## src/rtl/alu_reg_sequencer.sv

```systemverilog
// rtl/alu_reg_sequencer.sv - operand fetch / write-back sequencer around an 8-bit combinational ALU
// Three-state sequencer (IDLE -> EXEC -> WB) with an 8-entry register file, R0 hardwired to zero.
module alu_reg_sequencer #(
  parameter int          DATA_W    = 8,
  parameter int          ADDR_W    = 3,
  parameter logic [3:0]  IDLE_CTRL = 4'b1111
) (
  input  logic              clk,
  input  logic              rst,
  input  logic              in_valid,
  output logic              in_ready,
  input  logic [3:0]        in_ctrl,
  input  logic [ADDR_W-1:0] in_rx,
  input  logic [ADDR_W-1:0] in_ry,
  input  logic [ADDR_W-1:0] in_rw,
  input  logic              in_use_imm,
  input  logic [DATA_W-1:0] in_imm,
  output logic [3:0]        alu_ctrl,
  output logic [DATA_W-1:0] alu_x,
  output logic [DATA_W-1:0] alu_y,
  input  logic [DATA_W-1:0] alu_out,
  input  logic              alu_carry,
  output logic              done_valid,
  output logic [DATA_W-1:0] done_data,
  output logic              done_carry,
  output logic              flag_c,
  input  logic [ADDR_W-1:0] dbg_rsel,
  output logic [DATA_W-1:0] dbg_rdata
);

  localparam int NREG = 1 << ADDR_W;

  typedef enum logic [1:0] {
    S_IDLE = 2'd0,
    S_EXEC = 2'd1,
    S_WB   = 2'd2
  } state_t;

  state_t              state_q, state_d;
  logic [DATA_W-1:0]   rf_q [NREG];
  logic [3:0]          ctrl_q;
  logic [ADDR_W-1:0]   rx_q, ry_q, rw_q;
  logic                use_imm_q;
  logic [DATA_W-1:0]   imm_q;
  logic [DATA_W-1:0]   res_q;
  logic                carry_q;
  logic                flag_q;
  logic [DATA_W-1:0]   rd_x, rd_y;
  logic                accept;
  logic                is_addsub;

  assign accept    = (state_q == S_IDLE) && in_valid;
  assign is_addsub = (ctrl_q == 4'b0000) || (ctrl_q == 4'b0001);

  // R0 reads as zero regardless of storage contents
  assign rd_x      = (rx_q == '0) ? '0 : rf_q[rx_q];
  assign rd_y      = (ry_q == '0) ? '0 : rf_q[ry_q];
  assign dbg_rdata = (dbg_rsel == '0) ? '0 : rf_q[dbg_rsel];

  always_comb begin
    state_d  = state_q;
    in_ready = 1'b0;
    alu_ctrl = IDLE_CTRL;
    alu_x    = '0;
    alu_y    = '0;
    case (state_q)
      S_IDLE: begin
        in_ready = 1'b1;
        if (in_valid) state_d = S_EXEC;
      end
      S_EXEC: begin
        alu_ctrl = ctrl_q;
        alu_x    = rd_x;
        alu_y    = use_imm_q ? imm_q : rd_y;
        state_d  = S_WB;
      end
      S_WB:    state_d = S_IDLE;
      default: state_d = S_IDLE;
    endcase
  end

  always_ff @(posedge clk or posedge rst) begin
    if (rst) begin
      state_q   <= S_IDLE;
      ctrl_q    <= '0;
      rx_q      <= '0;
      ry_q      <= '0;
      rw_q      <= '0;
      use_imm_q <= 1'b0;
      imm_q     <= '0;
      res_q     <= '0;
      carry_q   <= 1'b0;
      flag_q    <= 1'b0;
    end else begin
      state_q <= state_d;
      if (accept) begin
        ctrl_q    <= in_ctrl;
        rx_q      <= in_rx;
        ry_q      <= in_ry;
        rw_q      <= in_rw;
        use_imm_q <= in_use_imm;
        imm_q     <= in_imm;
      end
      if (state_q == S_EXEC) begin
        res_q   <= alu_out;
        carry_q <= alu_carry;
      end
      if ((state_q == S_WB) && is_addsub) flag_q <= carry_q;
    end
  end

  always_ff @(posedge clk or posedge rst) begin
    if (rst) begin
      for (int i = 0; i < NREG; i++) rf_q[i] <= '0;
    end else if ((state_q == S_WB) && (rw_q != '0)) begin
      rf_q[rw_q] <= res_q;
    end
  end

  assign done_valid = (state_q == S_WB);
  assign done_data  = res_q;
  assign done_carry = carry_q;
  assign flag_c     = flag_q;

endmodule

```

## config.mk

```make
export PLATFORM = sky130hd
export DESIGN_NAME = alu_reg_sequencer
export DESIGN_NICKNAME = d
export VERILOG_FILES = /design/src/rtl/alu_reg_sequencer.sv
export SDC_FILE = /design/constraint.sdc
export NUM_CORES = 1
export LEC_CHECK = 0
export ABC_AREA = 1
export CORE_MARGIN = 1.5
export CORE_UTILIZATION = 50
export CTS_BUF_LIST = sky130_fd_sc_hd__clkbuf_16
export DETAILED_ROUTE_END_ITERATION = 10
export PLACE_DENSITY = 0.82
export SETUP_SLACK_MARGIN = 0.05
export SYNTH_ARGS = -nofsm -noshare
export SYNTH_HDL_FRONTEND = slang
export SYNTH_SLANG_ARGS = --single-unit
```

## constraint.sdc

```tcl
create_clock -name clk -period 3.2 [get_ports clk]
set_input_delay 0.48 -clock clk [delete_from_list [all_inputs] [get_ports clk]]
set_output_delay 0.48 -clock clk [all_outputs]
set_load 0.02 [all_outputs]
```

==> Yosys cells after proc, flatten, opt, wreduce, memory -nomap -nowiden <==
Cells that the tools add are included.
{ "word_totals": {"regBits": 98, "wordCells": 64} }
{ "classes": {"n_lt_le_gt_ge": 5, "n_eq_ne": 4, "muxes": 22, "n_bitwise": 4, "reduce_logical": 11} }
{ "op_table": {"columns": ["operator", "count"], "rows": [
  ["$mux W8", 13],
  ["$bmux W8 S3", 3],
  ["$bwmux W64", 1],
  ["$demux W8 S3", 1],
  ["$ge A4 B4 Y1 const B", 4],
  ["$not A3 Y4", 4],
  ["$logic_not A3 Y1", 3],
  ["$eq A4 B1 Y1 const B", 1],
  ["$logic_and A1 B1 Y1", 4],
  ["$logic_not A4 Y1", 1],
  ["$lt A4 B1 Y1 const B", 1],
  ["$mux W4", 1],
  ["$pmux W2 S2", 1],
  ["$reduce_bool A3 Y1", 1],
  ["$eq A2 B1 Y1 const B", 1],
  ["$eq A2 B2 Y1 const B", 1],
  ["$logic_not A2 Y1", 1],
  ["$mux W2", 1],
  ["$ne A2 B2 Y1 const B", 1],
  ["$logic_or A1 B1 Y1", 1],
  ["$mux W1", 1]
]} }

==> Longest topological paths before layout <==
Gate-level depths: netlist of run 1.
{ "depth": {"depth_word": 7, "depth_mapped": 10, "ltp_nobuf": 8} }

==> Worst setup path before layout of run 1 <==
Ideal clock, no wire load.
{ "synth_path": {"path_kind": "input -> output", "startpoint": "input port dbg_rsel[0]", "endpoint": "output port dbg_rdata[2]", "t_arrival_ns": 1.382, "required_time_ns": 2.720, "slack_ns": 1.338, "cell_stages": 8, "path_buffers": 2, "cell_sequence": "buf_2 buf_2 nor2_1 nor2_1 o21ai_0 o21ai_0 nor2_1 nor2_1"} }
{ "synth_between": {"elab_chain_len": 5} }
{ "synth_rtl": {"columns": ["item", "line_no", "rtl"], "rows": [
  ["from (decl)", "27", "input logic [ADDR_W-1:0] dbg_rsel,"],
  ["$not A3 Y4 (not written as such)", "58", "assign dbg_rdata = (dbg_rsel == '0) ? '0 : rf_q[dbg_rsel];"],
  ["$bmux W8 S3", "58", null],
  ["$mux W8 (not written as such) (2 in a row)", "58", null],
  ["$mux W8 *", "58", null],
  ["to (decl)", "28", "output logic [DATA_W-1:0] dbg_rdata"]
]} }
Every way passes the cells marked *; elsewhere a longest branch is shown, timed or not. The select of a mux whose other input is x is not followed.

==> Worst setup path after layout of run 1 <==
{ "layout_path": {"startpoint": "register rx_q[1]", "endpoint": "output port alu_x[0]"} }
{ "layout_between": {"elab_chain_len": 6} }
{ "layout_rtl": {"columns": ["item", "line_no", "rtl"], "rows": [
  ["from (decl)", "42", "logic [ADDR_W-1:0] rx_q, ry_q, rw_q;"],
  ["from (signal assigned)", "98", "rx_q <= in_rx;"],
  ["$not A3 Y4 (not written as such)", "56", "assign rd_x = (rx_q == '0) ? '0 : rf_q[rx_q];"],
  ["$bmux W8 S3", "56", null],
  ["$mux W8 (not written as such) (2 in a row)", "56", null],
  ["$mux W8 *", "56", null],
  ["$mux W8 *", "66", "case (state_q)"],
  ["to (decl)", "19", "output logic [DATA_W-1:0] alu_x,"]
]} }
Marks and branches as above.

==> report_table.html, run 1 <==
<table>
<tr><th>Metric</th><th>Value</th></tr>
<tr><th colspan="2">Placed design</th></tr>
<tr><td>Routability cong.</td><td>~0.92</td></tr>
<tr><td>Detailed Place HPWL</td><td>10.8 mm</td></tr>
<tr><td>I/O Buffers</td><td>76</td></tr>
<tr><td>Pre-CTS setup slack</td><td>around 0.54 ns</td></tr>
<tr><th colspan="2">Synthesis</th></tr>
<tr><td>Mean Syn Cell Area</td><td>a little over 7 sq um</td></tr>
<tr><td>Yosys synthesis warning count</td><td>0</td></tr>
<tr><td>Mapped Area</td><td>around 0.0055 sq mm</td></tr>
<tr><td>Sequential fraction of the synthesis area</td><td>44.7%</td></tr>
<tr><td>Post-Synthesis Net Count</td><td>808</td></tr>
<tr><td>Cells after Synth</td><td>771</td></tr>
<tr><td>Number of register bits inferred by synthesis</td><td>between 90 and 100</td></tr>
<tr><td>Number of distinct library cell variants in the gate-level netlist after synthesis</td><td>25</td></tr>
<tr><th colspan="2">Job</th></tr>
<tr><td>Max-capacitance violation count</td><td>0</td></tr>
<tr><th colspan="2">Finish</th></tr>
<tr><td>Syn-to-layout area delta</td><td>20.7%</td></tr>
<tr><td>Layout cell share with drive strength beyond 1</td><td>6.30%</td></tr>
<tr><td>Number of nets in the finished design</td><td>857</td></tr>
<tr><td>Ant diodes</td><td>0</td></tr>
<tr><td>Filler cell count in the final layout</td><td>959</td></tr>
<tr><th colspan="2">Timing</th></tr>
<tr><td>Final-report hold violation count</td><td>0</td></tr>
<tr><td>Final worst slack</td><td>0.279 ns</td></tr>
<tr><td>Number of pins with negative max-slew slack in the final report</td><td>0</td></tr>
<tr><td>Clock Skew</td><td>0.00964 ns</td></tr>
<tr><td>Unrepaired setup endpoints after global routing</td><td>false</td></tr>
<tr><td>Final setup violation count</td><td>0</td></tr>
<tr><td>Slew at the pin closest to its max-slew limit</td><td>0.754 ns</td></tr>
<tr><td>Final period util</td><td>91.3%</td></tr>
<tr><td>Worst max-slew margin expressed relative to the limit</td><td>49.6%</td></tr>
<tr><td>Highest clock rate</td><td>0.342 GHz</td></tr>
<tr><td>Setup total negative slack</td><td>0 ns</td></tr>
<tr><td>Fin crit period</td><td>slightly below 3 ns</td></tr>
<tr><th colspan="2">Power and ir drop</th></tr>
<tr><td>Power density over cell area</td><td>just under 800 mW/mm^2</td></tr>
<tr><td>Switching Power</td><td>2080 uW</td></tr>
<tr><td>Cell leakage power</td><td>0.00312 uW</td></tr>
<tr><td>Sequential power share</td><td>40.4%</td></tr>
<tr><td>Clock power frac</td><td>24.5%</td></tr>
<tr><td>Internal power</td><td>about 3100 uW</td></tr>
<tr><td>Gate power share</td><td>35.0%</td></tr>
<tr><td>Fraction of power spent switching nets</td><td>40.4%</td></tr>
<tr><td>Peak supply drop</td><td>0.318 mV</td></tr>
<tr><th colspan="2">Clock network</th></tr>
<tr><td>H-Tree Depth</td><td>3</td></tr>
<tr><td>CTS sink count</td><td>98</td></tr>
<tr><td>Clock insertion delay at the later pin of the skew report</td><td>0.35 ns</td></tr>
<tr><td>Clock-pin slew on the worst setup and hold paths</td><td>0.07 ns</td></tr>
<tr><td>Clock tree from TritonCTS</td><td>done</td></tr>
<tr><td>Number of buffers created by CTS</td><td>9</td></tr>
<tr><td>Cell at the root of the clock tree</td><td>sky130_fd_sc_hd__clkbuf_16</td></tr>
<tr><td>Buffers from clock root to sink, at most</td><td>2</td></tr>
<tr><th colspan="2">Detailed routing</th></tr>
<tr><td>Number of nets with antenna violations after detailed routing</td><td>0</td></tr>
<tr><td>Number of remaining DRC errors</td><td>0</td></tr>
<tr><td>Vias per std cell</td><td>5.49</td></tr>
<tr><td>Starting DRT DRC Count</td><td>502</td></tr>
<tr><td>Total via count after detailed routing</td><td>5297</td></tr>
<tr><td>Number of iterations in the first detailed-routing pass</td><td>7</td></tr>
<tr><td>Total length of routed wires</td><td>15.2 mm</td></tr>
<tr><td>WL/cell</td><td>15.7 um</td></tr>
<tr><th colspan="2">Floorplan</th></tr>
<tr><td>Die X-Extent</td><td>between 100 and 150 um</td></tr>
<tr><td>Number of placement rows</td><td>38</td></tr>
<tr><td>Count of pins on the block boundary</td><td>77</td></tr>
<tr><td>CORE AREA</td><td>0.0107 sq mm</td></tr>
<tr><td>Die H</td><td>108 um</td></tr>
<tr><td>Area enclosed by the die boundary</td><td>0.0116 sq mm</td></tr>
<tr><td>Effective utilization at floorplan</td><td>51.1%</td></tr>
<tr><th colspan="2">GRT</th></tr>
<tr><td>Antenna violations before repair</td><td>0</td></tr>
<tr><td>Number of global-route vias before repair</td><td>around 4700</td></tr>
<tr><td>Wire length of the first global-routing pass</td><td>24.3 mm</td></tr>
<tr><td>Pin count of the biggest net entering global routing</td><td>52</td></tr>
<tr><td>Global-route usage over all layers</td><td>27.3%</td></tr>
<tr><td>Global route overflow</td><td>0</td></tr>
<tr><th colspan="2">Critical path</th></tr>
<tr><td>Critical Path RT</td><td>2.72 ns</td></tr>
<tr><td>Cells traversed along the worst timing path</td><td>inv_1 -&gt; nor2_1 -&gt; o21ai_0 -&gt; nor2_1 -&gt; nor2_1 -&gt; a21oi_1 -&gt; clkdlybuf4s50_1</td></tr>
<tr><td>Crit Path Max Fanout</td><td>13</td></tr>
<tr><td>Kind of end point of the critical path</td><td>output pin</td></tr>
<tr><td>Most repeated library cell on the critical path</td><td>sky130_fd_sc_hd__nor2_1</td></tr>
<tr><td>CP max-delay cell</td><td>sky130_fd_sc_hd__clkdlybuf4s50_1</td></tr>
<tr><td>CP arrival</td><td>approximately 2.4 ns</td></tr>
<tr><td>Class of the most critical setup path</td><td>reg -&gt; out</td></tr>
<tr><td>Setup crit start kind</td><td>flop</td></tr>
<tr><td>Maximum single-stage delay on the critical path</td><td>roughly 0.64 ns</td></tr>
<tr><th colspan="2">Worst hold path</th></tr>
<tr><td>Hold Path Class</td><td>reg -&gt; reg</td></tr>
<tr><th colspan="2">Outcome</th></tr>
<tr><td>Run status</td><td>complete, no violations</td></tr>
</table>
-- per-stage QoR --
| stage | area (sq um) | total power [uW] | cells | utilization [%] | hold slack (ns) |
|---|---|---|---|---|---|
| detailed placement | 6280 | 3810 | 949 | 58.4 | 0.361 |
| CTS | 6620 | 5090 | 965 | 61.6 | 0.379 |
| finish | 6620 | 5140 | 965 | 61.6 | 0.376 |
| global route | 6620 | 5430 | 965 | 61.6 | 0.380 |
| global placement | 6280 | 3780 | 949 | 58.4 | 0.364 |
| floorplan | 5490 | 3120 | 771 | - | 0.424 |
-- cell families after synthesis --
| group | after synthesis | synth area share, % |
|---|---|---|
| AO/OA/AOI/OAI | 183 | 18.0 |
| buffers and inverters | 129 | 10.1 |
| flip-flops | 98 | 44.7 |
| AND/OR/NAND/NOR | 361 | 27.3 |
-- Yosys cell counts --
cell type | count | share of area [%]
sky130_fd_sc_hd__a21oi_1 | 31 | 2.8
sky130_fd_sc_hd__buf_1 | 1 | 0.068
sky130_fd_sc_hd__buf_2 | 27 | 2.5
sky130_fd_sc_hd__buf_4 | 1 | 0.14
sky130_fd_sc_hd__buf_6 | 4 | 0.82
sky130_fd_sc_hd__clkbuf_1 | 19 | 1.3
sky130_fd_sc_hd__dfrtp_1 | 98 | 45
sky130_fd_sc_hd__inv_1 | 73 | 5.0
sky130_fd_sc_hd__inv_2 | 4 | 0.27
sky130_fd_sc_hd__nand2_1 | 243 | 17
sky130_fd_sc_hd__nand2_2 | 2 | 0.23
sky130_fd_sc_hd__nand2_4 | 1 | 0.21
sky130_fd_sc_hd__nand3_1 | 47 | 4.3
sky130_fd_sc_hd__nand3_2 | 2 | 0.36
sky130_fd_sc_hd__nand4_1 | 1 | 0.11
sky130_fd_sc_hd__nand4_2 | 1 | 0.23
sky130_fd_sc_hd__nor2_1 | 59 | 4.0
sky130_fd_sc_hd__nor2_4 | 1 | 0.21
sky130_fd_sc_hd__nor3_1 | 1 | 0.091
sky130_fd_sc_hd__nor3_4 | 3 | 0.89
sky130_fd_sc_hd__o211ai_1 | 18 | 2.5
sky130_fd_sc_hd__o21ai_0 | 124 | 11
sky130_fd_sc_hd__o21ai_1 | 3 | 0.27
sky130_fd_sc_hd__o21ai_2 | 6 | 0.96
sky130_fd_sc_hd__o21bai_1 | 1 | 0.14
-- routing by layer --
layer | vias up | track usage [%] | part of all wire (%)
met5 | - | 0 | 0
met4 | 0 | 9.49 | 2.2
met3 | 29 | 4.36 | 9.6
met2 | 265 | 40.9 | 45
met1 | 2431 | 40.0 | 43
li1 | 2572 | - | -
-- state kept, by name, summed over array words and instances (netlist names) --
register / cells
done_data: 8
imm_q: 8
done_carry: 1
state_q: 2
rx_q: 3
flag_c: 1
ry_q: 3
use_imm_q: 1
rf_q: 64
rw_q: 3
ctrl_q: 4
-- power groups by stage --
| stage | clock network [uW] | registers [uW] | logic [uW] |
|---|---|---|---|
| 2_1_floorplan | 0 | 1910 | 1210 |
| 3_3_place_gp | 0 | 2050 | 1730 |
| 3_5_place_dp | 0 | 2050 | 1760 |
| 4_1_cts | 1260 | 2040 | 1790 |
| 5_1_grt | 1310 | 2110 | 2020 |
| 6_report | 1260 | 2080 | 1800 |
-- final timing paths --
| kind | startpoint | endpoint | slack (ns) | cells after the start |
|---|---|---|---|---|
| worst max-delay path | rx_q[1] | alu_x[0] | 0.28 | 7 |
| worst min-delay path | rf_q[63] | rf_q[63] | 0.38 | 0 |
| worst max register to register | state_q[0] | rf_q[34] | 1.46 | 7 |
| worst min register to register | rf_q[63] | rf_q[63] | 0.38 | 0 |
| max in group asynchronous | rst | done_data[2] | 1.95 | 3 |
| min in group asynchronous | rst | ctrl_q[3] | 0.56 | 2 |
-- final cells by class --
cell class                      instances  area (sq um)  area share, %
Tap cell                              140           175           2.65
Multi-Input combinational cell        544          2480           37.5
Timing Repair Buffer                   90           873           13.2
Clock buffer                            9           225           3.40
Sequential cell                        98          2450           37.1
Clock inverter                          7           118           1.78
Inverter                               77           292           4.40
-- layout by cell type (no fill, tap or decap), types with 2 or more instances in the layout --
cell type                         netlist  layout
sky130_fd_sc_hd__clkdlybuf4s50_1        0      75
sky130_fd_sc_hd__inv_2                  4       4
sky130_fd_sc_hd__nand3_2                2       2
sky130_fd_sc_hd__nand2_2                2       2
sky130_fd_sc_hd__dfrtp_1               98      97
sky130_fd_sc_hd__buf_4                  1      13
sky130_fd_sc_hd__nand2_1              243     243
sky130_fd_sc_hd__inv_1                 73      73
sky130_fd_sc_hd__nor3_4                 3       3
sky130_fd_sc_hd__o21ai_1                3       3
sky130_fd_sc_hd__clkbuf_16              0       9
sky130_fd_sc_hd__bufinv_16              0       3
sky130_fd_sc_hd__o21ai_2                6       6
sky130_fd_sc_hd__o211ai_1              18      18
sky130_fd_sc_hd__nor2_1                59      58
sky130_fd_sc_hd__a21oi_1               31      31
sky130_fd_sc_hd__nand3_1               47      47
sky130_fd_sc_hd__o21ai_0              124     124
-- repair_timing --
item | 4_1_cts | 5_1_grt
buffers inserted | 0 | 0
endpoints found under the setup margin | 0 | 3
hold buffers | 0 | 0
resized for setup | 0 | 1
-- worst max-delay path: cells and delay by family (launching register included) --
kind | cells | cell delay, ns
DFF | 1 | 0.55
AOI/OAI and AO/OA | 2 | 0.26
buffers and inverters | 2 | 0.94
and+or+nand+nor | 3 | 0.36
Note: power is estimated with default switching activity, not from simulation.
==> run 2: changes to the inputs <==
--- a/config.mk
+++ b/config.mk
@@ -9,6 +9,7 @@
 export CORE_MARGIN = 1.5
 export CORE_UTILIZATION = 50
 export CTS_BUF_LIST = sky130_fd_sc_hd__clkbuf_16
+export CTS_CLUSTER_DIAMETER = 100
 export DETAILED_ROUTE_END_ITERATION = 10
 export PLACE_DENSITY = 0.82
 export SETUP_SLACK_MARGIN = 0.05
==> constraint.sdc (replaced) <==
create_clock -name clk -period 3.2 [get_ports clk]
set_input_delay 0.64 -clock clk [delete_from_list [all_inputs] [get_ports clk]]
set_output_delay 0.64 -clock clk [all_outputs]
set_load 0.02 [all_outputs]
==> report_table.html, run 2 (synthesis gave the netlist of run 1 again) <==
<table>
<tr><th>Metric</th><th>Value</th></tr>
<tr><th colspan="2">Floorplan</th></tr>
<tr><td>Effective utilization at floorplan</td><td>51.1%</td></tr>
<tr><td>Die H</td><td>108 um</td></tr>
<tr><td>CORE AREA</td><td>0.0107 sq mm</td></tr>
<tr><td>Number of placement rows</td><td>38</td></tr>
<tr><td>Count of pins on the block boundary</td><td>77</td></tr>
<tr><td>Area enclosed by the die boundary</td><td>0.0116 sq mm</td></tr>
<tr><td>Die X-Extent</td><td>108 um</td></tr>
<tr><th colspan="2">Power and ir drop</th></tr>
<tr><td>Internal power</td><td>between 2000 and 3000 uW</td></tr>
<tr><td>Gate power share</td><td>36.7%</td></tr>
<tr><td>Power density over cell area</td><td>between 700 and 800 mW/mm^2</td></tr>
<tr><td>Fraction of power spent switching nets</td><td>42.4%</td></tr>
<tr><td>Sequential power share</td><td>41.7%</td></tr>
<tr><td>Peak supply drop</td><td>0.383 mV</td></tr>
<tr><td>Switching Power</td><td>2110 uW</td></tr>
<tr><td>Cell leakage power</td><td>around 0.0032 uW</td></tr>
<tr><td>Clock power frac</td><td>21.7%</td></tr>
<tr><th colspan="2">Timing</th></tr>
<tr><td>Final period util</td><td>95.7%</td></tr>
<tr><td>Highest clock rate</td><td>between 0.3 and 0.4 GHz</td></tr>
<tr><td>Final setup violation count</td><td>0</td></tr>
<tr><td>Number of pins with negative max-slew slack in the final report</td><td>0</td></tr>
<tr><td>Worst max-slew margin expressed relative to the limit</td><td>47.2%</td></tr>
<tr><td>Fin crit period</td><td>3.06 ns</td></tr>
<tr><td>Slew at the pin closest to its max-slew limit</td><td>around 0.79 ns</td></tr>
<tr><td>Setup total negative slack</td><td>0 ns</td></tr>
<tr><td>Unrepaired setup endpoints after global routing</td><td>false</td></tr>
<tr><td>Final-report hold violation count</td><td>0</td></tr>
<tr><td>Clock Skew</td><td>~0.0099 ns</td></tr>
<tr><th colspan="2">Clock network</th></tr>
<tr><td>Clock insertion delay at the later pin of the skew report</td><td>0.35 ns</td></tr>
<tr><td>H-Tree Depth</td><td>3</td></tr>
<tr><td>Clock-pin slew on the worst setup and hold paths</td><td>0.07 ns</td></tr>
<tr><td>Cell at the root of the clock tree</td><td>sky130_fd_sc_hd__clkbuf_16</td></tr>
<tr><td>Buffers from clock root to sink, at most</td><td>2</td></tr>
<tr><td>CTS sink count</td><td>98</td></tr>
<tr><td>Number of buffers created by CTS</td><td>9</td></tr>
<tr><td>Clock tree from TritonCTS</td><td>done</td></tr>
<tr><td>Post-cts hold buffer count</td><td>0</td></tr>
<tr><th colspan="2">Critical path</th></tr>
<tr><td>Most repeated library cell on the critical path</td><td>sky130_fd_sc_hd__nand2_1</td></tr>
<tr><td>RR Endpoint</td><td>rf_q[34]</td></tr>
<tr><td>Maximum single-stage delay on the critical path</td><td>around 0.65 ns</td></tr>
<tr><td>Depth of the worst register-to-register path</td><td>7</td></tr>
<tr><td>Kind of end point of the critical path</td><td>output pin</td></tr>
<tr><td>Crit Path Max Fanout</td><td>13</td></tr>
<tr><td>CP max-delay cell</td><td>sky130_fd_sc_hd__clkdlybuf4s50_1</td></tr>
<tr><td>Critical Path RT</td><td>2.56 ns</td></tr>
<tr><td>Class of the most critical setup path</td><td>reg -&gt; out</td></tr>
<tr><td>Cells traversed along the worst timing path</td><td>nor2_2 -&gt; nand2_1 -&gt; o21ai_0 -&gt; nand2_1 -&gt; a21oi_1 -&gt; clkdlybuf4s50_1</td></tr>
<tr><td>Total buffers and inverters traversed by the critical path</td><td>1</td></tr>
<tr><td>CP delay by family, top</td><td>buffers and inverters</td></tr>
<tr><td>CP arrival</td><td>about 2.4 ns</td></tr>
<tr><td>Startpoint of the worst-slack reg-to-reg timing path</td><td>state_q[0]</td></tr>
<tr><td>Setup crit start kind</td><td>flop</td></tr>
<tr><td>R2R setup slack</td><td>1.39 ns</td></tr>
<tr><th colspan="2">Detailed routing</th></tr>
<tr><td>Number of remaining DRC errors</td><td>0</td></tr>
<tr><td>Starting DRT DRC Count</td><td>527</td></tr>
<tr><td>Total via count after detailed routing</td><td>5320</td></tr>
<tr><td>Number of iterations in the first detailed-routing pass</td><td>5</td></tr>
<tr><td>Total length of routed wires</td><td>between 15 and 20 mm</td></tr>
<tr><td>Vias per std cell</td><td>5.48</td></tr>
<tr><td>WL/cell</td><td>15.8 um</td></tr>
<tr><td>Number of nets with antenna violations after detailed routing</td><td>0</td></tr>
<tr><th colspan="2">GRT</th></tr>
<tr><td>Wire length of the first global-routing pass</td><td>about 25 mm</td></tr>
<tr><td>Global route overflow</td><td>0</td></tr>
<tr><td>Number of global-route vias before repair</td><td>about 4800</td></tr>
<tr><td>Pin count of the biggest net entering global routing</td><td>45</td></tr>
<tr><td>Antenna violations before repair</td><td>0</td></tr>
<tr><td>Global-route usage over all layers</td><td>27.6%</td></tr>
<tr><th colspan="2">Finish</th></tr>
<tr><td>Layout cell share with drive strength beyond 1</td><td>7.35%</td></tr>
<tr><td>Ant diodes</td><td>0</td></tr>
<tr><td>Register containing the most flip-flops in the final layout</td><td>rf_q</td></tr>
<tr><td>Number of nets in the finished design</td><td>around 860</td></tr>
<tr><td>Sequential standard cell area</td><td>0.00245 sq mm</td></tr>
<tr><td>Most common cell after layout, fill and taps aside</td><td>sky130_fd_sc_hd__nand2_1</td></tr>
<tr><td>Finished Cell Area</td><td>0.00666 sq mm</td></tr>
<tr><td>Footprint of the multi-input gates</td><td>0.00249 sq mm</td></tr>
<tr><td>Highest-count cells in the layout ignoring fill and taps</td><td>sky130_fd_sc_hd__nand2_1, sky130_fd_sc_hd__o21ai_0, sky130_fd_sc_hd__dfrtp_1</td></tr>
<tr><td>Filler cell count in the final layout</td><td>965</td></tr>
<tr><td>Syn-to-layout area delta</td><td>21.5%</td></tr>
<tr><td>Max reg flops</td><td>64</td></tr>
<tr><th colspan="2">Worst hold path</th></tr>
<tr><td>Start point of the worst min-delay path</td><td>rf_q[60]</td></tr>
<tr><td>Worst Hold Path EP</td><td>rf_q[60]</td></tr>
<tr><td>Number of instances on the worst hold path</td><td>0</td></tr>
<tr><td>Hold Path Class</td><td>reg -&gt; reg</td></tr>
<tr><th colspan="2">Outcome</th></tr>
<tr><td>Run status</td><td>complete, no violations</td></tr>
<tr><th colspan="2">Placed design</th></tr>
<tr><td>Post-placement cell area</td><td>0.00635 sq mm</td></tr>
<tr><td>I/O Buffers</td><td>between 70 and 80</td></tr>
<tr><td>Detailed Place HPWL</td><td>11.2 mm</td></tr>
<tr><td>Routability cong.</td><td>0.967</td></tr>
<tr><th colspan="2">Job</th></tr>
<tr><td>Max-capacitance violation count</td><td>0</td></tr>
</table>
[run 2: cell count changes in the layout (fill, tap and decap cells not counted), sizes merged]
cell / before / now
inv: 79 / 78
clkinvlp: 0 / 3
bufinv: 3 / 0
dlymetal6s2s: 0 / 3
buf: 15 / 20
clkinv: 2 / 3
clkdlybuf4s50: 75 / 72
[run 2: per-stage QoR]
stage | hold slack [ns] | utilization (%) | instances | setup WS [ns] | total power (uW)
after floorplan | 0.424 | - | 771 | 1.02 | 3120
after global placement | 0.363 | 59.1 | 953 | 0.194 | 3790
after detailed placement | 0.363 | 59.1 | 953 | 0.175 | 3840
after CTS | 0.380 | 61.8 | 969 | 0.0559 | 4920
after global routing | 0.389 | 62.0 | 970 | 0.0564 | 5280
final | 0.377 | 62.0 | 970 | 0.137 | 4970
[run 2: power groups by stage]
stage	logic, uW	clock network (uW)	registers, uW
final	1820	1080	2070
after global routing	2040	1140	2100
after CTS	1800	1080	2030
after detailed placement	1790	0	2050
after global placement	1750	0	2040
after floorplan	1210	0	1910
[run 2: final cells by class]
class	instances	share of cell area, %
Timing Repair Buffer	95	14.3
Inverter	77	4.45
Sequential cell	98	36.8
Multi-Input combinational cell	544	37.3
Clock inverter	7	1.05
Clock buffer	9	3.38
Tap cell	140	2.63
[run 2: per-layer routing]
layer  up-vias  share of wire [%]  track usage [%]  wire [um]
li1       2582                  -                -          -
met1      2452                 43             40.3       6520
met2       252                 44             40.6       6790
met3        34                 10             4.96       1570
met4         0                2.7             11.0        406
met5         -                  0                0          0
[run 2: how the worst max path moves through the flow]
stage,start,endpoint,slack (ns),cells past startpoint
2_1_floorplan,dbg_rsel[0],dbg_rdata[2],1.02,8
3_3_place_gp,dbg_rsel[1],dbg_rdata[2],0.19,7
3_5_place_dp,dbg_rsel[1],dbg_rdata[2],0.17,7
4_1_cts,ry_q[2],alu_y[2],0.06,6
5_1_grt,dbg_rsel[1],dbg_rdata[3],0.06,8
6_report,ry_q[2],alu_y[2],0.14,6
[run 2: timing repair]
item / CTS / global route
endpoints found under the setup margin: 0 / 12
resized for setup: 0 / 6
setup buffers: 0 / 1
